==> src/rtl/ram_sp_arbiter.sv <==
// ram_sp_arbiter: two-requester round-robin arbiter/sequencer for a single-port sync-read RAM.
// Optional power-up RAM clear sequence enabled by defining RAM_ARB_CLR_EN.
`default_nettype none

module ram_sp_arbiter #(
    parameter int AWIDTH = 3,
    parameter int DWIDTH = 32
) (
    input  logic              clock,
    input  logic              rst_n,
    input  logic              req0,
    input  logic              we0,
    input  logic [AWIDTH-1:0] addr0,
    input  logic [DWIDTH-1:0] din0,
    output logic              gnt0,
    output logic              rvalid0,
    output logic [DWIDTH-1:0] rdata0,
    input  logic              req1,
    input  logic              we1,
    input  logic [AWIDTH-1:0] addr1,
    input  logic [DWIDTH-1:0] din1,
    output logic              gnt1,
    output logic              rvalid1,
    output logic [DWIDTH-1:0] rdata1,
    output logic [AWIDTH-1:0] ram_addr,
    output logic [DWIDTH-1:0] ram_din,
    output logic              ram_we,
    input  logic [DWIDTH-1:0] ram_dout,
    output logic              busy
);

    localparam int DEPTH = 1 << AWIDTH;

    logic              last_gnt_q, last_gnt_d;
    logic              rvalid0_q, rvalid0_d;
    logic              rvalid1_q, rvalid1_d;
    logic              in_clear;
    logic [AWIDTH-1:0] clr_addr;

`ifdef RAM_ARB_CLR_EN
    typedef enum logic [0:0] {
        ST_CLEAR = 1'b0,
        ST_ARB   = 1'b1
    } state_t;

    state_t            state_q, state_d;
    logic [AWIDTH-1:0] clr_cnt_q, clr_cnt_d;

    always_ff @(posedge clock or negedge rst_n) begin
        if (!rst_n) begin
            state_q   <= ST_CLEAR;
            clr_cnt_q <= '0;
        end else begin
            state_q   <= state_d;
            clr_cnt_q <= clr_cnt_d;
        end
    end

    always_comb begin
        state_d   = state_q;
        clr_cnt_d = clr_cnt_q;
        if (state_q == ST_CLEAR) begin
            clr_cnt_d = clr_cnt_q + 1'b1;
            if (clr_cnt_q == AWIDTH'(DEPTH - 1)) begin
                state_d = ST_ARB;
            end
        end
    end

    assign in_clear = (state_q == ST_CLEAR);
    assign clr_addr = clr_cnt_q;
    assign busy     = in_clear;
`else
    assign in_clear = 1'b0;
    assign clr_addr = '0;
    assign busy     = 1'b0;
`endif

    // Grants and RAM strobes are gated by rst_n so nothing reaches the RAM while reset is held.
    always_comb begin
        gnt0       = 1'b0;
        gnt1       = 1'b0;
        ram_addr   = '0;
        ram_din    = '0;
        ram_we     = 1'b0;
        last_gnt_d = last_gnt_q;

        if (rst_n && !in_clear) begin
            if (req0 && req1) begin
                gnt0 = last_gnt_q;
                gnt1 = !last_gnt_q;
            end else begin
                gnt0 = req0;
                gnt1 = req1;
            end
        end

        if (rst_n && in_clear) begin
            ram_we   = 1'b1;
            ram_addr = clr_addr;
        end else if (gnt0) begin
            ram_we     = we0;
            ram_addr   = addr0;
            ram_din    = din0;
            last_gnt_d = 1'b0;
        end else if (gnt1) begin
            ram_we     = we1;
            ram_addr   = addr1;
            ram_din    = din1;
            last_gnt_d = 1'b1;
        end

        rvalid0_d = gnt0 & ~we0;
        rvalid1_d = gnt1 & ~we1;
    end

    always_ff @(posedge clock or negedge rst_n) begin
        if (!rst_n) begin
            last_gnt_q <= 1'b1;
            rvalid0_q  <= 1'b0;
            rvalid1_q  <= 1'b0;
        end else begin
            last_gnt_q <= last_gnt_d;
            rvalid0_q  <= rvalid0_d;
            rvalid1_q  <= rvalid1_d;
        end
    end

    assign rvalid0 = rvalid0_q;
    assign rvalid1 = rvalid1_q;
    assign rdata0  = rvalid0_q ? ram_dout : '0;
    assign rdata1  = rvalid1_q ? ram_dout : '0;

endmodule

`default_nettype wire

==> config.mk <==
export PLATFORM = sky130hd
export DESIGN_NAME = ram_sp_arbiter
export DESIGN_NICKNAME = d
export VERILOG_FILES = /design/src/rtl/ram_sp_arbiter.sv
export SDC_FILE = /design/constraint.sdc
export NUM_CORES = 1
export LEC_CHECK = 0
export CORE_AREA = 2 2 83 85
export DETAILED_ROUTE_END_ITERATION = 6
export DIE_AREA = 0 0 85 87
export PLACE_DENSITY = 0.88
export SYNTH_ARGS = -nofsm -noshare
export SYNTH_HDL_FRONTEND = slang
export SYNTH_SLANG_ARGS = --single-unit
export TNS_END_PERCENT = 20
==> constraint.sdc <==
create_clock -name clock -period 1.9 [get_ports clock]
set_input_delay 0.475 -clock clock [delete_from_list [all_inputs] [get_ports clock]]
set_output_delay 0.475 -clock clock [all_outputs]
set_load 0.01 [all_outputs]
==> results by group, run 1 <==
Status
  • Status: finished, violations left
  • Failing checks: setup timing

Route
  • 1st-iter DRT viols: 29
  • Drt drc: 0
  • Vias: 2402
  • Total Wirelength: 7.66 mm
  • Routed wire per std cell: 15.0 µm
  • Via density: 4.69
  • Antenna Nets Post-Route: 0
  • Drt pass-1 iters: 4

Clock network
  • CTS clk-pin slew, worst paths: 0.03 ns
  • Clk Latency, worst-skew pair: 0.22 ns
  • Root Driver: clkbuf_8
  • Clock buffer depth: 2
  • Total CTS buffers: 3
  • CTS H-tree depth: 1
  • CTS tree: yes
  • Hold_buf cts: 0
  • Clock Sinks: 3

Power and ir drop
  • Sequential share of power: 6.7%
  • Power Density: 315 nW/µm²
  • Worst vdd ir: 0.000196 V
  • Clk pwr share: 15.7%
  • Net Switching: 0.000447 W
  • P_int: 0.000773 W
  • Combinational power share: 77.7%
  • Leakage: 1.89 nW
  • Switching portion of total power: 36.6%
  • Power Total: 0.00122 W

Flow run
  • Max capacitance violation total: 0

Cells and area
  • Synth-to-layout area growth: 185%
  • Final Util: 58.9%
  • # diodes: 0
  • Layout cells sized above 1: 25.5%
  • Nets: 541

Setup path
  • Critical path depth: 5
  • Crit-path cells: nor2b_4 > buf_8 > buf_12 > o32ai_1 > buf_2
  • CP max FO: 5
  • Setup crit end kind: output pin
  • Slowest stage cell on the critical path: dfstp_2
  • Crit path DAT: 1.52 ns
  • CP delay by family, top: flip-flops
  • FF-to-FF path depth: 5
  • Critical path buffers and inverters: 3
  • Crit path kind: flip-flop to output pin
  • CP Launch Type: flip-flop
  • Slowest stage delay, CP: 0.56 ns
  • CP required: 1.42 ns

Timing
  • Clock skew: 0.00243 ns
  • Unrepaired setup endpoints after global routing: yes
  • Fin. Hold Viols: 0
  • Slew Limit Fails: 0
  • Fin crit share: 105%
  • Slack of the critical path: -0.0950 ns
  • Final setup violating endpoints: 36
  • Post-layout min period: 1.99 ns
  • F_max: 501 MHz

Placed design
  • Post-place setup slack: -0.732 ns
  • RD Place Congestion: 0.782
  • IO Port Bufs: 211
  • Final HPWL DP: 5.84 mm

Synth
  • Yosys reg bits: 3
  • Post-synthesis sequential area ratio: 5.63%
  • Post-synthesis instance total: 212
  • Mean Syn Cell Area: 6.39 µm²
  • Synth Warn #: 0
  • Synth cell types: 18
  • Post-Syn Area: 1360 µm²
  • Syn Nets: 320

Die
  • # IOs: 213
  • Die Area: 7400 µm²
  • # rows: 30
  • Die Height: 87 µm
  • Initial Util: 20.6%
  • Core area: 6570 µm²
  • Die X: 85 µm

Global route
  • First-pass GRT wire length: 11.8 mm
  • Number of global-route vias before repair: 2392
  • Initial antenna violation count: 0
  • GRT Util Overall: 19.3%
  • Total gr overflow: 0
  • Largest net degree at the start of global routing: 42

Min path
  • Hold crit path type: input port to asynchronous set/reset pin
## synth_stat cells (all sizes together)
| library cell | count | area [µm²] |
|---|---|---|
| nand2 | 73 | 274 |
| and2 | 64 | 400 |
| o32ai | 36 | 390 |
| buf | 20 | 138 |
| clkbuf | 6 | 22.5 |
| dfrtp | 2 | 50.1 |
| inv | 2 | 7.50 |
| nor2 | 2 | 7.51 |
| nor3 | 2 | 10.0 |
| a21bo | 1 | 10.0 |
| a22o | 1 | 8.76 |
| conb | 1 | 3.75 |
| dfstp | 1 | 26.3 |
| nor2b | 1 | 6.26 |
## power by group through the flow
stage | Sequential, W | Combinational [W] | Clock (W)
after global routing | 0.0000816 | 0.00101 | 0.000198
after global placement | 0.0000815 | 0.000804 | 0
final | 0.0000811 | 0.000948 | 0.000191
after floorplan | 0.0000793 | 0.000309 | 0
after detailed placement | 0.0000820 | 0.000814 | 0
after CTS | 0.0000810 | 0.000958 | 0.000190
## state kept, by name (all words and copies together) (netlist names)
signal / flops
last_gnt_q: 1
rvalid0: 1
rvalid1: 1
## stage by stage
stage	setup TNS (ns)	cell area (µm²)	cells	hold WS (ns)
after CTS	-3.73	3870	516	0.309
final	-2.31	3870	512	0.302
after global placement	-36.60	3630	497	0.534
after floorplan	0	1360	212	0.179
after global routing	-3.97	3870	512	0.316
after detailed placement	-37.14	3630	497	0.537
## worst register-to-register path, stage by stage, from the launching register on
cell     delay [ns]
dfstp_2        0.56
nor2b_4        0.06
buf_6          0.13
buf_8          0.13
buf_6          0.12
a22o_1         0.22
## what timing repair did
action                                  CTS  global route
cloned                                    6             0
endpoints found under the setup margin  102            38
gates resized for setup                 274            13
pin swaps                                22             9
setup buffers                             9             1
## layout by cell type (no fill, tap or decap), drive strengths merged, types with 2 or more instances in the layout
cell type      count
buf               70
dfrtp              2
inv                2
nor2               2
nor3               2
dlygate4sd2       64
and2              64
o32ai             36
clkdlybuf4s15      2
nand2             73
clkdlybuf4s50    106
clkbuf             4
## cells by family after synthesis
| logic type | synth area share (%) |
|---|---|
| and+or+nand+nor | 51.5 |
| other | 0.277 |
| AOI/OAI and AO/OA | 30.2 |
| buffers and inverters | 12.4 |
| DFF | 5.63 |
## worst paths after layout
| kind | from | endpoint | slack [ns] |
|---|---|---|---|
| max | last_gnt_q | ram_addr[2] | -0.09 |
| min | rst_n | rvalid1 | 0.30 |
| max reg2reg | last_gnt_q | last_gnt_q | 0.61 |
| min reg2reg | last_gnt_q | last_gnt_q | 0.94 |
| max in group asynchronous | rst_n | last_gnt_q | 1.41 |
| min in group clock | rst_n | last_gnt_q | 0.79 |
## final cells by class
type / count / area, µm²
repair buffers: 242 / 2290
well taps: 80 / 100
flip-flops and latches: 3 / 76.3
clock buffers: 4 / 45.0
fillers: 620 / 2700
inverters: 2 / 7.51
multi-input cells: 181 / 1350
## per-layer routing
metal / part of all wire (%) / up-vias / track usage, %
met5: 0 / - / 0
li1: - / 1167 / -
met1: 36 / 1088 / 19.7
met2: 54 / 140 / 39.3
met3: 9.1 / 7 / 4.36
met4: 1.0 / 0 / 4.47
Note: power is estimated with default switching activity, not from simulation.
==> run 2: changes to the inputs <==
--- a/config.mk
+++ b/config.mk
@@ -6,8 +6,9 @@
 export NUM_CORES = 1
 export LEC_CHECK = 0
-export CORE_AREA = 2 2 83 85
+export CORE_AREA = 2 2 82 84
 export DETAILED_ROUTE_END_ITERATION = 6
-export DIE_AREA = 0 0 85 87
-export PLACE_DENSITY = 0.88
+export DIE_AREA = 0 0 84 86
+export DONT_BUFFER_PORTS = 1
+export PLACE_DENSITY = 0.46
 export SYNTH_ARGS = -nofsm -noshare
 export SYNTH_HDL_FRONTEND = slang
==> constraint.sdc (replaced) <==
create_clock -name clock -period 1.9 [get_ports clock]
set_input_delay 0.475 -clock clock [delete_from_list [all_inputs] [get_ports clock]]
set_output_delay 0.475 -clock clock [all_outputs]
set_load 0.005 [all_outputs]
==> run 2 against run 1 <==
  * The run still ends with setup timing left
  * Flip-flop and latch count unchanged
  * Maximum frequency shrank 4.4%
  * Total power is 56% lower
  * Global-route usage decreased by 7.9 points
  * First-iteration DRC count up 83%
  * Non-clock buffer count down 236
  * Clock power decreased by 3%
  * Highest routed layer unchanged
==> results by group, run 2 (synthesis results as in run 1) <==
Cells and area
  • # diodes: 0 (unchanged)
  • Nets: 305 (-44%)
  • Fin area: 1400 µm² (-64%)
  • Layout cells sized above 1: 11.2% (-14 points)
  • Most frequent cells in the layout: nand2_1, and2_1, o32ai_1
  • Synth-to-layout area growth: 3.60%
  • Most common cell after layout, fill and taps aside: nand2_1

Route
  • M1 wire length: 1.78 mm (-35%)
  • 1st-iter DRT viols: 53 (+83%)
  • Antenna Nets Post-Route: 0 (unchanged)
  • Drt drc: 0 (unchanged)
  • Total Wirelength: 4.86 mm (-36%)
  • WL met2: 2.67 mm (-36%)
  • Drt pass-1 iters: 4 (unchanged)
  • Met3 WL post-DR: 394 µm (-43%)
  • Routed wire per std cell: 17.8 µm (+19%)
  • Vias: 1489 (-38%)
  • Via density: 5.45 (+16%)
  • Uppermost layer routed: met4

Setup path
  • Setup crit end kind: output pin
  • CP max FO: 39 (+34)
  • Crit-path cells: nor2b_4 > o32ai_1
  • Start point of the critical path: last_gnt_q
  • CP required: 1.42 ns (about the same)
  • Slowest stage delay, CP: 0.77 ns (+0.21 ns)
  • Crit path DAT: 1.61 ns (+0.09 ns)
  • CP Launch Type: flip-flop
  • CP delay by family, top: simple AND/OR/NAND/NOR gates
  • RR Startpoint: last_gnt_q
  • Crit path kind: flip-flop to output pin
  • Critical path buffers and inverters: 0 (-3)
  • Slowest stage cell on the critical path: nor2b_4

Timing
  • Clock skew: 0.00196 ns (-0.000467 ns)
  • Fin crit share: 110% (+4.8 points)
  • Slack of the critical path: -0.186 ns (-0.0909 ns)
  • Final setup violating endpoints: 37 (+2.8%)
  • Slew Limit Headroom: 34.5%
  • Slew @ Worst Pin: 0.980 ns
  • Unrepaired setup endpoints after global routing: yes
  • Slew Limit Fails: 0 (unchanged)
  • F_max: 479 MHz (-4.4%)
  • Fin. Hold Viols: 0 (unchanged)
  • Post-layout min period: 2.09 ns (+0.0909 ns)

Clock network
  • Clk Latency, worst-skew pair: 0.21 ns (about the same)
  • Root Driver: clkbuf_8
  • Postcts setup bufs: 0 (-9)
  • Clock Sinks: 3 (unchanged)
  • CTS clk-pin slew, worst paths: 0.03 ns (about the same)
  • Clock buffer depth: 2 (unchanged)
  • CTS H-tree depth: 1 (unchanged)
  • Total CTS buffers: 3 (unchanged)
  • CTS tree: yes

Power and ir drop
  • Switching portion of total power: 40.6% (+4.0 points)
  • P_int: 0.000320 W (-59%)
  • Sequential share of power: 15.0% (+8.3 points)
  • Net Switching: 0.000219 W (-51%)
  • Worst vdd ir: 0.000194 V (-0.83%)
  • Power Density: 384 nW/µm² (+22%)
  • Power Total: 0.000540 W (-56%)
  • Clk pwr share: 34.2% (+19 points)
  • Combinational power share: 50.8% (-27 points)
  • Leakage: 0.531 nW (-72%)

Placed design
  • Final HPWL DP: 3.91 mm (-33%)
  • Area post-placement: 1350 µm² (-63%)
  • RD Place Congestion: 0.777 (-0.63%)
  • IO Port Bufs: 0 (-100%)

Flow run
  • Max capacitance violation total: 0 (unchanged)

Status
  • Failing checks: setup timing
  • Status: finished, violations left

Global route
  • GRT Util Overall: 11.4% (-7.9 points)
  • First-pass GRT wire length: 6.58 mm (-44%)
  • Initial antenna violation count: 0 (unchanged)
  • Total gr overflow: 0 (unchanged)
  • Largest net degree at the start of global routing: 78 (+86%)
  • Number of global-route vias before repair: 1266 (-47%)

Die
  • Die Height: 86 µm (-1.1%)
  • Die X: 84 µm (-1.2%)
  • Core area: 6280 µm² (-4.4%)
  • Initial Util: 21.6% (+0.96 points)
  • # rows: 29 (-3.3%)
  • # IOs: 213 (unchanged)
  • Die Area: 7220 µm² (-2.3%)

Min path
  • Hold crit path type: input port to asynchronous set/reset pin
## run 2: worst reg2reg max path: stages, from the launching register on
cell and delay (ns):
dfstp_2 0.38, nor2b_4 0.77, a22o_1 0.27
## run 2: what timing repair did
action                     4_1_cts  5_1_grt
pin swaps                        2        3
setup endpoints to repair       37       37
hold buffers                     1        0
resized for setup                0        0
hold endpoints to repair         2        0
## run 2: area by class of cell
cell class / instances / area (µm²)
Sequential cell: 3 / 76.3
Timing Repair Buffer: 6 / 60.1
Fill cell: 695 / 4870
Tap cell: 77 / 96.3
Inverter: 2 / 7.51
Clock buffer: 4 / 45.0
Multi-Input combinational cell: 181 / 1120
## run 2: per-layer routing
metal	vias to the layer above	track usage [%]
met2	126	22.4
met4	0	2.64
met3	2	2.02
met1	671	12.8
li1	690	-
met5	-	0
## run 2: path summary, 6_finish.rpt
check / to / slack, ns / depth (start not counted)
max reg2reg: last_gnt_q / 0.42 / 2
max: ram_din[22] / -0.19 / 2
min in group clock: rvalid1 / 0.33 / 1
min: last_gnt_q / 0.11 / 0
max in group asynchronous: rvalid1 / 1.28 / 1
min reg2reg: last_gnt_q / 0.59 / 1
## run 2: power by group through the flow
stage / clock network (W) / registers, W / logic [W]
floorplan: 0 / 0.0000786 / 0.000268
global placement: 0 / 0.0000820 / 0.000273
detailed placement: 0 / 0.0000808 / 0.000275
CTS: 0.000190 / 0.0000809 / 0.000277
global route: 0.000195 / 0.0000814 / 0.000300
finish: 0.000185 / 0.0000810 / 0.000274
## run 2: through the flow
step                utilization [%]  std cells  TNS [ns]  hold slack [ns]  setup WS (ns)
CTS                            22.4        273     -6.09            0.102         -0.190
floorplan                         -        212         0            0.179          0.297
detailed placement             21.5        268     -1.80            0.180        -0.0724
global placement               21.5        268     -1.62            0.180        -0.0636
finish                         22.4        273     -6.12            0.115         -0.186
global route                   22.4        273    -10.46           0.0987         -0.309
